$ cat config.mk
export PLATFORM = sky130hd
export DESIGN_NAME = enigma_uart_rx
export DESIGN_NICKNAME = d
export VERILOG_FILES = /design/src/rtl/enigma_uart_rx.sv
export SDC_FILE = /design/constraint.sdc
export NUM_CORES = 1
export LEC_CHECK = 0
export BUFFER_PORTS_ARGS = -buffer_cell sky130_fd_sc_hd__buf_2
export CAP_MARGIN = 20
export CORE_UTILIZATION = 40
export DETAILED_ROUTE_END_ITERATION = 10
export GPL_TIMING_DRIVEN = 0
export PLACE_DENSITY_LB_ADDON = 0.3
export REMOVE_ABC_BUFFERS = 1
export SLEW_MARGIN = 20
export SYNTH_ARGS = -nofsm -noshare
export SYNTH_HDL_FRONTEND = slang
export SYNTH_SLANG_ARGS = --single-unit
$ cat constraint.sdc
create_clock -name clk_100mhz -period 2.4 [get_ports clk_100mhz]
set_clock_uncertainty 0.05 [all_clocks]
set_input_delay 0.48 -clock clk_100mhz [delete_from_list [all_inputs] [get_ports clk_100mhz]]
set_output_delay 0.48 -clock clk_100mhz [all_outputs]
set_load 0.03 [all_outputs]
$ cat src/rtl/enigma_uart_rx.sv
// 8N1 UART receiver: two-flop synchronizer, mid-bit sampling FSM and a single-entry valid/ready holding register.
// States: IDLE wait for low | START half-bit check | DATA 8 bits | STOP stop check | WAIT_HIGH wait for line release
`timescale 1ns/1ps
module enigma_uart_rx #(
  parameter int CLK_HZ = 100_000_000,
  parameter int BAUD   = 115200
) (
  input  logic       clk_100mhz,
  input  logic       ext_rst_n,
  input  logic       uart_rx,
  output logic [7:0] rx_data,
  output logic       rx_valid,
  input  logic       rx_ready,
  output logic       frame_err,
  output logic       overrun,
  output logic       rx_busy
);

  localparam int CLKS_PER_BIT = CLK_HZ / BAUD;
  localparam int HALF_BIT     = CLKS_PER_BIT / 2;
  localparam int CW           = (CLKS_PER_BIT > 2) ? $clog2(CLKS_PER_BIT) : 1;
  localparam logic [CW-1:0] BIT_TC_LOAD  = CW'(CLKS_PER_BIT - 1);
  localparam logic [CW-1:0] HALF_TC_LOAD = CW'(HALF_BIT - 1);

  typedef enum logic [2:0] {
    S_IDLE,
    S_START,
    S_DATA,
    S_STOP,
    S_WAIT_HIGH
  } state_t;

  logic [1:0]    sync_q;
  logic          rx_s;
  state_t        state_q, state_d;
  logic [CW-1:0] cnt_q, cnt_d;
  logic [2:0]    idx_q, idx_d;
  logic [7:0]    shift_q, shift_d;
  logic [7:0]    data_q;
  logic          valid_q, frame_err_q, overrun_q;
  logic          byte_done, stop_bad;

  assign rx_s = sync_q[1];

  always_ff @(posedge clk_100mhz or negedge ext_rst_n) begin
    if (!ext_rst_n) begin
      sync_q  <= 2'b11;
      state_q <= S_IDLE;
      cnt_q   <= '0;
      idx_q   <= '0;
      shift_q <= '0;
    end else begin
      sync_q  <= {sync_q[0], uart_rx};
      state_q <= state_d;
      cnt_q   <= cnt_d;
      idx_q   <= idx_d;
      shift_q <= shift_d;
    end
  end

  // Timing runs on a down-counter: each phase loads its length minus one and acts at zero.
  always_comb begin
    state_d   = state_q;
    cnt_d     = cnt_q;
    idx_d     = idx_q;
    shift_d   = shift_q;
    byte_done = 1'b0;
    stop_bad  = 1'b0;
    case (state_q)
      S_IDLE: begin
        cnt_d = '0;
        idx_d = '0;
        if (!rx_s) begin
          state_d = S_START;
          cnt_d   = HALF_TC_LOAD;
        end
      end
      S_START: begin
        if (cnt_q == '0) begin
          if (!rx_s) begin
            state_d = S_DATA;
            cnt_d   = BIT_TC_LOAD;
            idx_d   = '0;
          end else begin
            state_d = S_IDLE;
          end
        end else begin
          cnt_d = cnt_q - CW'(1);
        end
      end
      S_DATA: begin
        if (cnt_q == '0) begin
          shift_d[idx_q] = rx_s;
          cnt_d          = BIT_TC_LOAD;
          if (idx_q == 3'd7) state_d = S_STOP;
          else               idx_d   = idx_q + 3'd1;
        end else begin
          cnt_d = cnt_q - CW'(1);
        end
      end
      S_STOP: begin
        if (cnt_q == '0) begin
          if (rx_s) begin
            byte_done = 1'b1;
            state_d   = S_IDLE;
          end else begin
            stop_bad = 1'b1;
            state_d  = S_WAIT_HIGH;
          end
        end else begin
          cnt_d = cnt_q - CW'(1);
        end
      end
      S_WAIT_HIGH: begin
        cnt_d = '0;
        if (rx_s) state_d = S_IDLE;
      end
      default: state_d = S_IDLE;
    endcase
  end

  // A completing byte may replace the held one only when the consumer takes it in the same cycle.
  always_ff @(posedge clk_100mhz or negedge ext_rst_n) begin
    if (!ext_rst_n) begin
      data_q      <= '0;
      valid_q     <= 1'b0;
      frame_err_q <= 1'b0;
      overrun_q   <= 1'b0;
    end else begin
      frame_err_q <= stop_bad;
      overrun_q   <= 1'b0;
      if (byte_done) begin
        if (!valid_q || rx_ready) begin
          data_q  <= shift_q;
          valid_q <= 1'b1;
        end else begin
          overrun_q <= 1'b1;
        end
      end else if (valid_q && rx_ready) begin
        valid_q <= 1'b0;
      end
    end
  end

  assign rx_data   = data_q;
  assign rx_valid  = valid_q;
  assign frame_err = frame_err_q;
  assign overrun   = overrun_q;
  assign rx_busy   = (state_q != S_IDLE);

endmodule

Word-level counts from Yosys, hierarchy flattened. Cells that the tools add are included.

Flip-flop bits (word level): 37. Input bits: 4. Word-level logic and storage cells: 79.

Add/subtract/negate cells: 2. Magnitude comparators: 2. Eq/ne operators: 16. Multiplexer cells: 34. Reduce and logical (&&, ||, !) cells: 16.

Operator list (count): $pmux 10 s5 (1); $mux 10 (4); $mux 3 (11); $ne 2x2->1 const B (9); $pmux 3 s5 (1); $mux 1 (12); $logic_not 10->1 (1); $sub 10x1->10 const B (1); $mux 9 (1); $pmux 3 s3 (1); $bwmux 8 (1); $eq 3x2->1 const B (2); $eq 3x3->1 const B (2); $reduce_and 2->1 (3); $reduce_and 6->1 (1); $reduce_bool 3->1 (2); $reduce_and 5->1 (1); $reduce_bool 5->1 (1); $lt 3x4->1 const B (1); $add 3x1->3 const B (1); $demux 1 s3 (1); $eq 3x1->1 const B (1); $ge 3x1->1 const B (1); $logic_not 3->1 (1); 8 further kinds (9).

Logic depth before layout (Yosys ltp). Gate-level depths: netlist of run 1.

Word-level depth: 5. Depth in mapped cells: 8. Depth with buffers taken out: 7.

Worst setup path before layout of run 1. OpenSTA, ideal clock, no wires.

Path kind: reg2reg. Start: register cnt_q[0]. End: register shift_q[5]. Setup time: 128 ps. Data arrival time: 2175 ps. Path slack: 47 ps. Stages on the path, launching flop included: 9. Buffers on the path: 1. Period minus slack after synthesis: 2353 ps. Cells stage by stage: dfrtp_1 inv_1 ha_1 or4b_1 nor3_2 buf_2 nand3_1 nor3b_1 mux2_1.

Cells in the longest elaborated chain, start to end: 2.

Ends and longest elaborated chain: from (decl) (RTL line 36) `logic [CW-1:0] cnt_q, cnt_d;`; from (signal assigned) (RTL line 55) `cnt_q <= cnt_d;`; $logic_not 10->1 (RTL line 92) `if (cnt_q == '0) begin`; $reduce_and 2->1 (no source line); to (signal assigned) (RTL line 57) `shift_q <= shift_d;`; to (decl) (RTL line 38) `logic [7:0] shift_q, shift_d;`.

No other way between the ends. A chain may end at the register's enable or synchronous reset.

Final worst setup path of run 1.
Start: register cnt_q[4]. End: register shift_q[1].

The elaborated chain is that of the path after synthesis.

==> impl_metrics.toml, run 1 <==
[routing]
routedWlPerCell_microns = 14.2
vias = 1388
wl_mm = 3.58
detail-route-antenna-nets = 0
drc = 0
drtPass1Iterations = 4
drt_iter0_drc = 98
vias_per_cell = 5.51

[flow_run]
maxCapViolCount = 0

[die]
core_area_sq_um = 4410
dieWidth_microns = 70.1
rows = 24
start_util_pct = 42.0
dieArea_sq_um = 4910
die_h_microns = 70.1
ios = 16

[finish]
layout_common_cells = "dfrtp_1 (35), nor2_1 (19), nand2_1 (15), buf_2 (15), mux2_2 (11)"
final_area_sq_um = 2190
area_growth_pct = 17.9
utilization_pct = 49.5
num-nets-final = 207
antenna_cells = 0
drive_above_1_share_pct = 29.0
layout_commonest_cell = "dfrtp_1"

[timing]
setup_ws_ns = 0.0604
report.final.slew_viol_count = 0
setup_viol = 0
max_slew_margin_pct = 47.2
hold_violations = 0
setup_tns_ns = 0
max_freq_ghz = 0.427
worstMarginPinSlew_ns = 0.793
period_minus_slack_ns = 2.34
period_share_pct = 97.5
rsz0062_at_grt = "yes"

[setup_path]
r2r_slack_ns = 0.06
cp_max_fo = 7
cp_data_arrival_time_ns = 2.46
cp-start-kind = "register"
r2r_cells = 5
endpoint_kind = "register"
criticalPathCategory = "register to register"
cp.required_ns = 2.52

[placed_design]
gp_congestion = 0.850
io_buffers = 15
dpl_worst_slack_ns = -0.479
dp_hpwl_mm = 2.38
placed_area_sq_um = 1970

[clock_network]
root_buffer = "clkbuf_8"
clock-sinks = 37
cts_buffers = 5
clkLatencyLatePin_ns = 0.28
cts_hold_buf = 0
cts_tree = "yes"
cts_htree_levels = 2
clk_pin_slew_ns = 0.07
clk_path_buf_depth = 2

[grt]
antenna_found_initial = 0
grt_first_pass_wirelength_mm = 6.24
first_global_vias = 1345
grt_start_max_net_pins = 38
overflow = 0
grt_util_all_layers_pct = 16.3

[pwr]
p_sw_w = 0.000233
leakage_nw = 1.06
p_comb_share_pct = 1.3
seqPwrFrac_pct = 49.5
p_int_w = 0.00104
clockPowerShare_pct = 49.3
power.density_nw_per_um2 = 583
swShare_pct = 18.3
power.total_w = 0.00127
ir_drop_mv = 0.547

[synth]
synthArstFlopShare_pct = 100
ys.flop_type = "dfrtp_1"
ys_seq_area_share_pct = 50.1
netlist_area_sq_um = 1850
synth_top_cell_by_area = "dfrtp_1"
avgSynthCellArea_sq_um = 10.4
synth_top_area_share_pct = 47.2
synth.area.top_cells = "dfrtp_1 (47%), mux2_2 (6.7%), nor2_1 (3.8%), mux2_1 (3.6%), nand2_1 (3.2%)"
synthCells = 178
synth_edf_count = 0
ys_ff_latch = 37
yosysWarnings = 0
yosysUniqueCellTypes = 44

[min_path]
hold_class = "input pin to asynchronous set/reset pin"

[outcome]
status = "finished clean"
==> logic make-up after synthesis <==
group | after synthesis | share of synthesized area, %
flip-flops | 37 | 50.1
AO/OA/AOI/OAI | 36 | 13.0
AND/OR/NAND/NOR | 67 | 19.1
XOR/XNOR | 1 | 0.472
adder cells (fa/ha/maj) | 4 | 2.70
multiplexers | 20 | 11.9
buffers and inverters | 13 | 2.77
==> power groups by stage <==
stage	sequential (W)	clock [W]	combinational [W]
4_1_cts	0.000630	0.000646	0.0000174
2_1_floorplan	0.000641	0	0.00000221
3_3_place_gp	0.000642	0	0.0000173
6_report	0.000630	0.000628	0.0000160
5_1_grt	0.000631	0.000671	0.0000199
3_5_place_dp	0.000642	0	0.0000174
==> layer usage <==
metal | share of wire [%] | global-route usage [%] | up-vias
met5 | 0 | 0 | -
met1 | 49 | 21.0 | 671
met2 | 46 | 26.0 | 29
met4 | 1.6 | 6.22 | 0
met3 | 3.9 | 4.47 | 7
li1 | - | - | 681
==> path summary, 6_finish.rpt <==
| check | from | end |
|---|---|---|
| max in group asynchronous | ext_rst_n | rx_data[7] |
| max reg2reg | cnt_q[4] | shift_q[1] |
| min in group clk_100mhz | uart_rx | sync_q[0] |
| max | cnt_q[4] | shift_q[1] |
| min | ext_rst_n | frame_err |
| min reg2reg | sync_q[0] | sync_q[1] |
==> critical path, stage by stage, from the launching register on <==
cell	delay (ns)
dfrtp_1	0.45
or4_4	0.62
or3_4	0.45
nor3_4	0.21
nand3_1	0.13
mux2_4	0.32
==> cell usage after synthesis (2+ instances only) <==
cell type	number
nor3_1	6
or4_1	2
buf_2	2
nand2_1	16
clkbuf_1	5
o21ai_1	3
mux2_1	6
ha_1	4
nand2b_1	2
inv_1	6
nor2_1	19
nand3_1	5
nor4_1	2
a22o_1	3
mux2i_1	3
or3_1	4
mux2_2	11
o21ai_0	6
dfrtp_1	35
o22a_1	3
a31oi_1	2
dfstp_2	2
a21oi_1	8
a21o_1	2
a211oi_1	2
==> repair_timing <==
action / CTS / global route
pin swaps: 3 / 1
gates cloned: 0 / 0
gates resized for setup: 4 / 8
buffers inserted: 4 / 2
endpoints found under the setup margin: 27 / 22
==> sequential cells by signal (all words and copies together) (netlist names) <==
signal / cells
shift_q: 8
rx_valid: 1
cnt_q: 10
frame_err: 1
idx_q: 3
state_q: 3
overrun: 1
rx_data: 8
sync_q: 2
==> final cells by class <==
cell class | count | area, sq um
multi-input cells | 128 | 917
fillers | 408 | 2230
clock inverters | 3 | 65.1
well taps | 52 | 65.1
clock buffers | 5 | 68.8
flip-flops and latches | 37 | 928
inverters | 6 | 22.5
repair buffers | 21 | 120
==> stage by stage <==
step	std cells	hold slack, ns
global placement	238	0.300
CTS	250	0.226
floorplan	171	0.134
finish	252	0.228
detailed placement	238	0.303
global route	252	0.222
Power figures use the tool's default switching activity.
==> inputs of run 2 (changes only) <==
--- a/config.mk
+++ b/config.mk
@@ -7,6 +7,7 @@
 export LEC_CHECK = 0
 export BUFFER_PORTS_ARGS = -buffer_cell sky130_fd_sc_hd__buf_2
 export CAP_MARGIN = 20
+export CORE_MARGIN = 2
 export CORE_UTILIZATION = 40
 export DETAILED_ROUTE_END_ITERATION = 10
 export GPL_TIMING_DRIVEN = 0
==> run 2 against run 1 <==
Against the previous run:
- worst hold slack lost 0.0040 ns
- critical path depth increased by 2
- maximum frequency rose by 0.61%
- routed wire length up 1.7%
- utilization is 0.40 points lower
- register-to-register slack is essentially flat
- non-clock buffer count stayed put
- die area up 5.8%
==> impl_metrics.toml, run 2 (synthesis results as in run 1) <==
[setup_path]
cp.required_ns = 2.53
cp-start-kind = "register"
path_cells = "inv_2 -> ha_4 -> or4b_4 -> or3_4 -> nor3_4 -> nand3b_1 -> mux2_1"
endpoint_kind = "register"
cp_data_arrival_time_ns = 2.46
slowest_delay_ns = 0.50
cp_max_fo = 5
slowest_stage = "or4b_4"
criticalPathCategory = "register to register"

[finish]
layout_commonest_cell = "dfrtp_1"
drive_above_1_share_pct = 30.5
area_growth_pct = 17.0
regMostFlops = "cnt_q"
num-nets-final = 207
multi_input_area_sq_um = 942
fillers = 410
utilization_pct = 49.1
antenna_cells = 0
fin_cells = 252
seq_area_sq_um = 930
largest_register_ffs = 10
layout_common_cells = "dfrtp_1 (34), nor2_1 (19), nand2_1 (15), buf_2 (15), mux2_2 (11)"

[pwr]
p_comb_share_pct = 1.5
seqPwrFrac_pct = 57.7
power.density_nw_per_um2 = 503
clockPowerShare_pct = 40.8
leakage_nw = 1.05
p_sw_w = 0.000257
swShare_pct = 23.6
p_int_w = 0.000835
power.total_w = 0.00109
ir_drop_mv = 0.372

[clock_network]
cts_tree = "yes"
cts_buffers = 5
clock-sinks = 37
clk_pin_slew_ns = 0.08
clkLatencyLatePin_ns = 0.29
root_buffer = "clkbuf_8"
cts_htree_levels = 2
clk_path_buf_depth = 2

[grt]
use_met1_pct = 20.2
grt_start_max_net_pins = 38
grt_util_all_layers_pct = 15.3
grt_use_met3_pct = 5.42
grt_first_pass_wirelength_mm = 6.14
grtUsageMet2_pct = 23.6
antenna_found_initial = 0
overflow = 0
first_global_vias = 1305
grt.busiest_layer = "met2"

[routing]
vias = 1388
routedWlPerCell_microns = 14.4
drtPass1Iterations = 4
drc = 0
drt_iter0_drc = 76
vias_per_cell = 5.51
detail-route-antenna-nets = 0
wl_mm = 3.64

[die]
ios = 16
core_area_sq_um = 4410
rows = 24
dieWidth_microns = 72.1
dieArea_sq_um = 5200
die_h_microns = 72.1
start_util_pct = 42.0

[placed_design]
dp_hpwl_mm = 2.40
gp_congestion = 0.812
io_buffers = 15
dp_cells = 238

[timing]
hold_violations = 0
max_freq_ghz = 0.430
setup_viol = 0
period_minus_slack_ns = 2.33
report.final.slew_viol_count = 0
period_share_pct = 96.9
rsz0062_at_grt = "yes"
max_slew_margin_pct = 46.3
worstMarginPinSlew_ns = 0.806

[outcome]
status = "finished clean"

[flow_run]
maxCapViolCount = 0

[min_path]
hold_class = "input pin to asynchronous set/reset pin"
## run 2: changes by cell type in the layout (fill, tap and decap cells not counted), sizes merged
cell	delta
clkinvlp	+1
bufinv	-2
inv	+1
## run 2: timing repair
item	4_1_cts	5_1_grt
buffers inserted	4	2
hold buffers	0	0
resized for setup	6	11
pin swaps	3	0
setup endpoints to repair	27	12
## run 2: metrics by stage
step | setup TNS (ns) | cell area [sq um] | hold slack, ns | worst slack (ns)
after CTS | 0 | 2120 | 0.219 | 0.0243
after detailed placement | -7.77 | 1970 | 0.299 | -0.506
final | 0 | 2170 | 0.224 | 0.0745
after floorplan | -0.412 | 1830 | 0.134 | -0.120
after global routing | -0.0284 | 2170 | 0.213 | -0.0191
after global placement | -7.38 | 1970 | 0.300 | -0.491
## run 2: metal layers
layer	wire length, microns	part of all wire (%)
met5	0	0
met4	44	1.2
met3	165	4.5
met2	1670	46
met1	1750	48
## run 2: cell type report
cell class / instances / area share [%]
sequential: 37 / 42.8
tap: 52 / 3.00
multi-input combinational: 128 / 43.4
clock inverter: 3 / 0.980
inverter: 6 / 1.04
timing repair buffer: 21 / 5.54
clock buffer: 5 / 3.17
## run 2: final timing paths
| kind | start | end | slack [ns] | cells past startpoint |
|---|---|---|---|---|
| min reg2reg | sync_q[0] | sync_q[1] | 0.31 | 0 |
| max in group asynchronous | ext_rst_n | cnt_q[4] | 1.53 | 1 |
| min in group clk_100mhz | uart_rx | sync_q[0] | 0.23 | 1 |
| min | ext_rst_n | cnt_q[8] | 0.22 | 1 |
| max reg2reg | cnt_q[0] | shift_q[2] | 0.07 | 7 |
| max | cnt_q[0] | shift_q[2] | 0.07 | 7 |
## run 2: critical path: cells and delay by family, from the launching register on
| family | cells | cell delay, ns |
|---|---|---|
| AND/OR/NAND/NOR | 4 | 1.25 |
| multiplexers | 1 | 0.32 |
| buffers and inverters | 1 | 0.09 |
| flip-flops | 1 | 0.39 |
| adder cells (fa/ha/maj) | 1 | 0.13 |
## run 2: power by group through the flow
| stage | Combinational, W | Clock, W | Sequential (W) |
|---|---|---|---|
| floorplan | 0.00000221 | 0 | 0.000641 |
| global placement | 0.0000175 | 0 | 0.000642 |
| detailed placement | 0.0000174 | 0 | 0.000642 |
| CTS | 0.0000174 | 0.000453 | 0.000630 |
| global route | 0.0000198 | 0.000485 | 0.000631 |
| finish | 0.0000161 | 0.000445 | 0.000630 |
==> inputs of run 3 (changes only) <==
--- a/config.mk
+++ b/config.mk
@@ -11,7 +11,6 @@
 export CORE_UTILIZATION = 40
 export DETAILED_ROUTE_END_ITERATION = 10
 export GPL_TIMING_DRIVEN = 0
-export PLACE_DENSITY_LB_ADDON = 0.3
 export REMOVE_ABC_BUFFERS = 1
 export SLEW_MARGIN = 20
 export SYNTH_ARGS = -nofsm -noshare
==> run 3 against run 2 <==
Against the previous run:
- the run now ends with negative setup slack left
- final cell count is 1.2% higher
- clock-buffer cell count is 2 higher
- power is 3.2% higher
- utilization is 0.77 points higher
- clock power is 7.6% higher
- final area is 1.6% higher
- sequential cell count stayed put
- critical path depth stayed put
- non-clock buffer count is 3 higher
==> impl_metrics.toml, run 3 (synthesis results as in run 1) <==
[outcome]
status = "complete, but fails checks"
violations = "negative setup slack"

[pwr]
swShare_pct = 21.1
p_int_w = 0.000889
p_sw_w = 0.000238
clockPowerShare_pct = 42.5
seqPwrFrac_pct = 56.0
leakage_nw = 1.08
power.density_nw_per_um2 = 511
p_comb_share_pct = 1.5
ir_drop_mv = 0.259

[clock_network]
clk_pin_slew_ns = 0.07
root_buffer = "clkbuf_8"
cts_buffers = 5
clock-sinks = 37
cts_htree_levels = 2
cts_tree = "yes"
clk_path_buf_depth = 2
cts_hold_buf = 0
clkLatencyLatePin_ns = 0.29

[timing]
setup_viol = 3
hold_violations = 0
setup_ws_ns = -0.0319
rsz0062_at_grt = "yes"
max_slew_margin_pct = 46.3
worstMarginPinSlew_ns = 0.805
report.final.slew_viol_count = 0
period_share_pct = 101
period_minus_slack_ns = 2.43
hold_ws_ns = 0.224
max_freq_ghz = 0.411

[grt]
antenna_found_initial = 0
first_global_vias = 1408
grt_util_all_layers_pct = 16.0
overflow = 0
grt_start_max_net_pins = 38
grt_first_pass_wirelength_mm = 6.41

[finish]
drive_above_1_share_pct = 31.0
layout_common_cells = "dfrtp_1 (35), nor2_1 (19), nand2_1 (16), buf_2 (15), mux2_2 (11)"
fin_cells = 255
layout_commonest_cell = "dfrtp_1"
fillers = 413
final_area_sq_um = 2200
largest_register_ffs = 10
area_growth_pct = 18.8
multi_input_area_sq_um = 943
regMostFlops = "cnt_q"
num-nets-final = 210
seq_area_sq_um = 928
antenna_cells = 0

[setup_path]
cp.required_ns = 2.52
r2r_slack_ns = -0.03
cp_data_arrival_time_ns = 2.55
path_cells = "inv_2 -> ha_4 -> or4b_4 -> or3_4 -> nor3_4 -> nand3_2 -> mux2_4"
rr_endpoint = "shift_q[1]"
cp_max_fo = 5
cp-start-kind = "register"
slowest_stage = "or4b_4"
r2r_cells = 7
r2r_start = "cnt_q[0]"
endpoint_kind = "register"
crit_start = "cnt_q[0]"
endpoint = "shift_q[1]"
slowest_delay_ns = 0.50
criticalPathCategory = "register to register"

[die]
die_h_microns = 72.1
ios = 16
dieWidth_microns = 72.1
core_area_sq_um = 4410
rows = 24
start_util_pct = 42.0
dieArea_sq_um = 5200

[placed_design]
gp_congestion = 0.805
dp_hpwl_mm = 2.56
io_buffers = 15
placed_area_sq_um = 1970
dp_cells = 238

[min_path]
hold_class = "input pin to asynchronous set/reset pin"

[routing]
vias_per_cell = 5.58
drc = 0
routedWlPerCell_microns = 15.2
wl_mm = 3.86
detail-route-antenna-nets = 0
drt_iter0_drc = 46
vias = 1422
drtPass1Iterations = 4

[flow_run]
maxCapViolCount = 0
## run 3: final cells by class
class	instances	area share, %
Clock buffer	7	4.37
Clock inverter	1	0.227
Inverter	6	1.02
Multi-Input combinational cell	128	42.8
Sequential cell	37	42.1
Tap cell	52	2.95
Timing Repair Buffer	24	6.47
## run 3: how the worst min path moves through the flow
stage | start | end | slack [ns] | depth (start not counted)
2_1_floorplan | ext_rst_n | cnt_q[0] | 0.13 | 0
6_report | ext_rst_n | cnt_q[1] | 0.22 | 1
3_3_place_gp | sync_q[0] | sync_q[1] | 0.30 | 0
3_5_place_dp | sync_q[0] | sync_q[1] | 0.30 | 0
5_1_grt | uart_rx | sync_q[0] | 0.22 | 1
4_1_cts | uart_rx | sync_q[0] | 0.22 | 1
## run 3: critical path, delay by kind of cell (launching register included)
family | cells | cell delay, ns
simple gates | 4 | 1.35
flops | 1 | 0.40
mux | 1 | 0.31
fa+ha+maj | 1 | 0.12
buf+inv | 1 | 0.09
## run 3: per-stage QoR
| stage | util, % | total power, W | setup TNS [ns] | setup WS (ns) |
|---|---|---|---|---|
| after floorplan | - | 0.000643 | -0.412 | -0.120 |
| after global placement | 44.5 | 0.000659 | -6.63 | -0.472 |
| after detailed placement | 44.5 | 0.000660 | -7.47 | -0.484 |
| after CTS | 47.9 | 0.00114 | 0 | 0.0362 |
| after global routing | 49.9 | 0.00118 | -0.545 | -0.134 |
| final | 49.9 | 0.00113 | -0.0654 | -0.0319 |
## run 3: per-layer routing
| layer | vias up | GRT usage [%] | wire (microns) |
|---|---|---|---|
| met1 | 703 | 18.9 | 1720 |
| met3 | 9 | 5.14 | 123 |
| met5 | - | 0 | 0 |
| met4 | 0 | 8.81 | 87 |
| met2 | 22 | 25.8 | 1940 |
| li1 | 688 | - | - |
## run 3: power groups by stage
stage | Combinational (W) | Clock (W) | Sequential, W
2_1_floorplan | 0.00000221 | 0 | 0.000641
3_3_place_gp | 0.0000168 | 0 | 0.000642
3_5_place_dp | 0.0000177 | 0 | 0.000642
4_1_cts | 0.0000178 | 0.000495 | 0.000630
5_1_grt | 0.0000200 | 0.000529 | 0.000631
6_report | 0.0000166 | 0.000479 | 0.000631
## run 3: what timing repair did
item,in CTS,in global routing
setup buffers,3,6
setup endpoints to repair,28,22
pin swaps,3,5
resized for setup,6,10
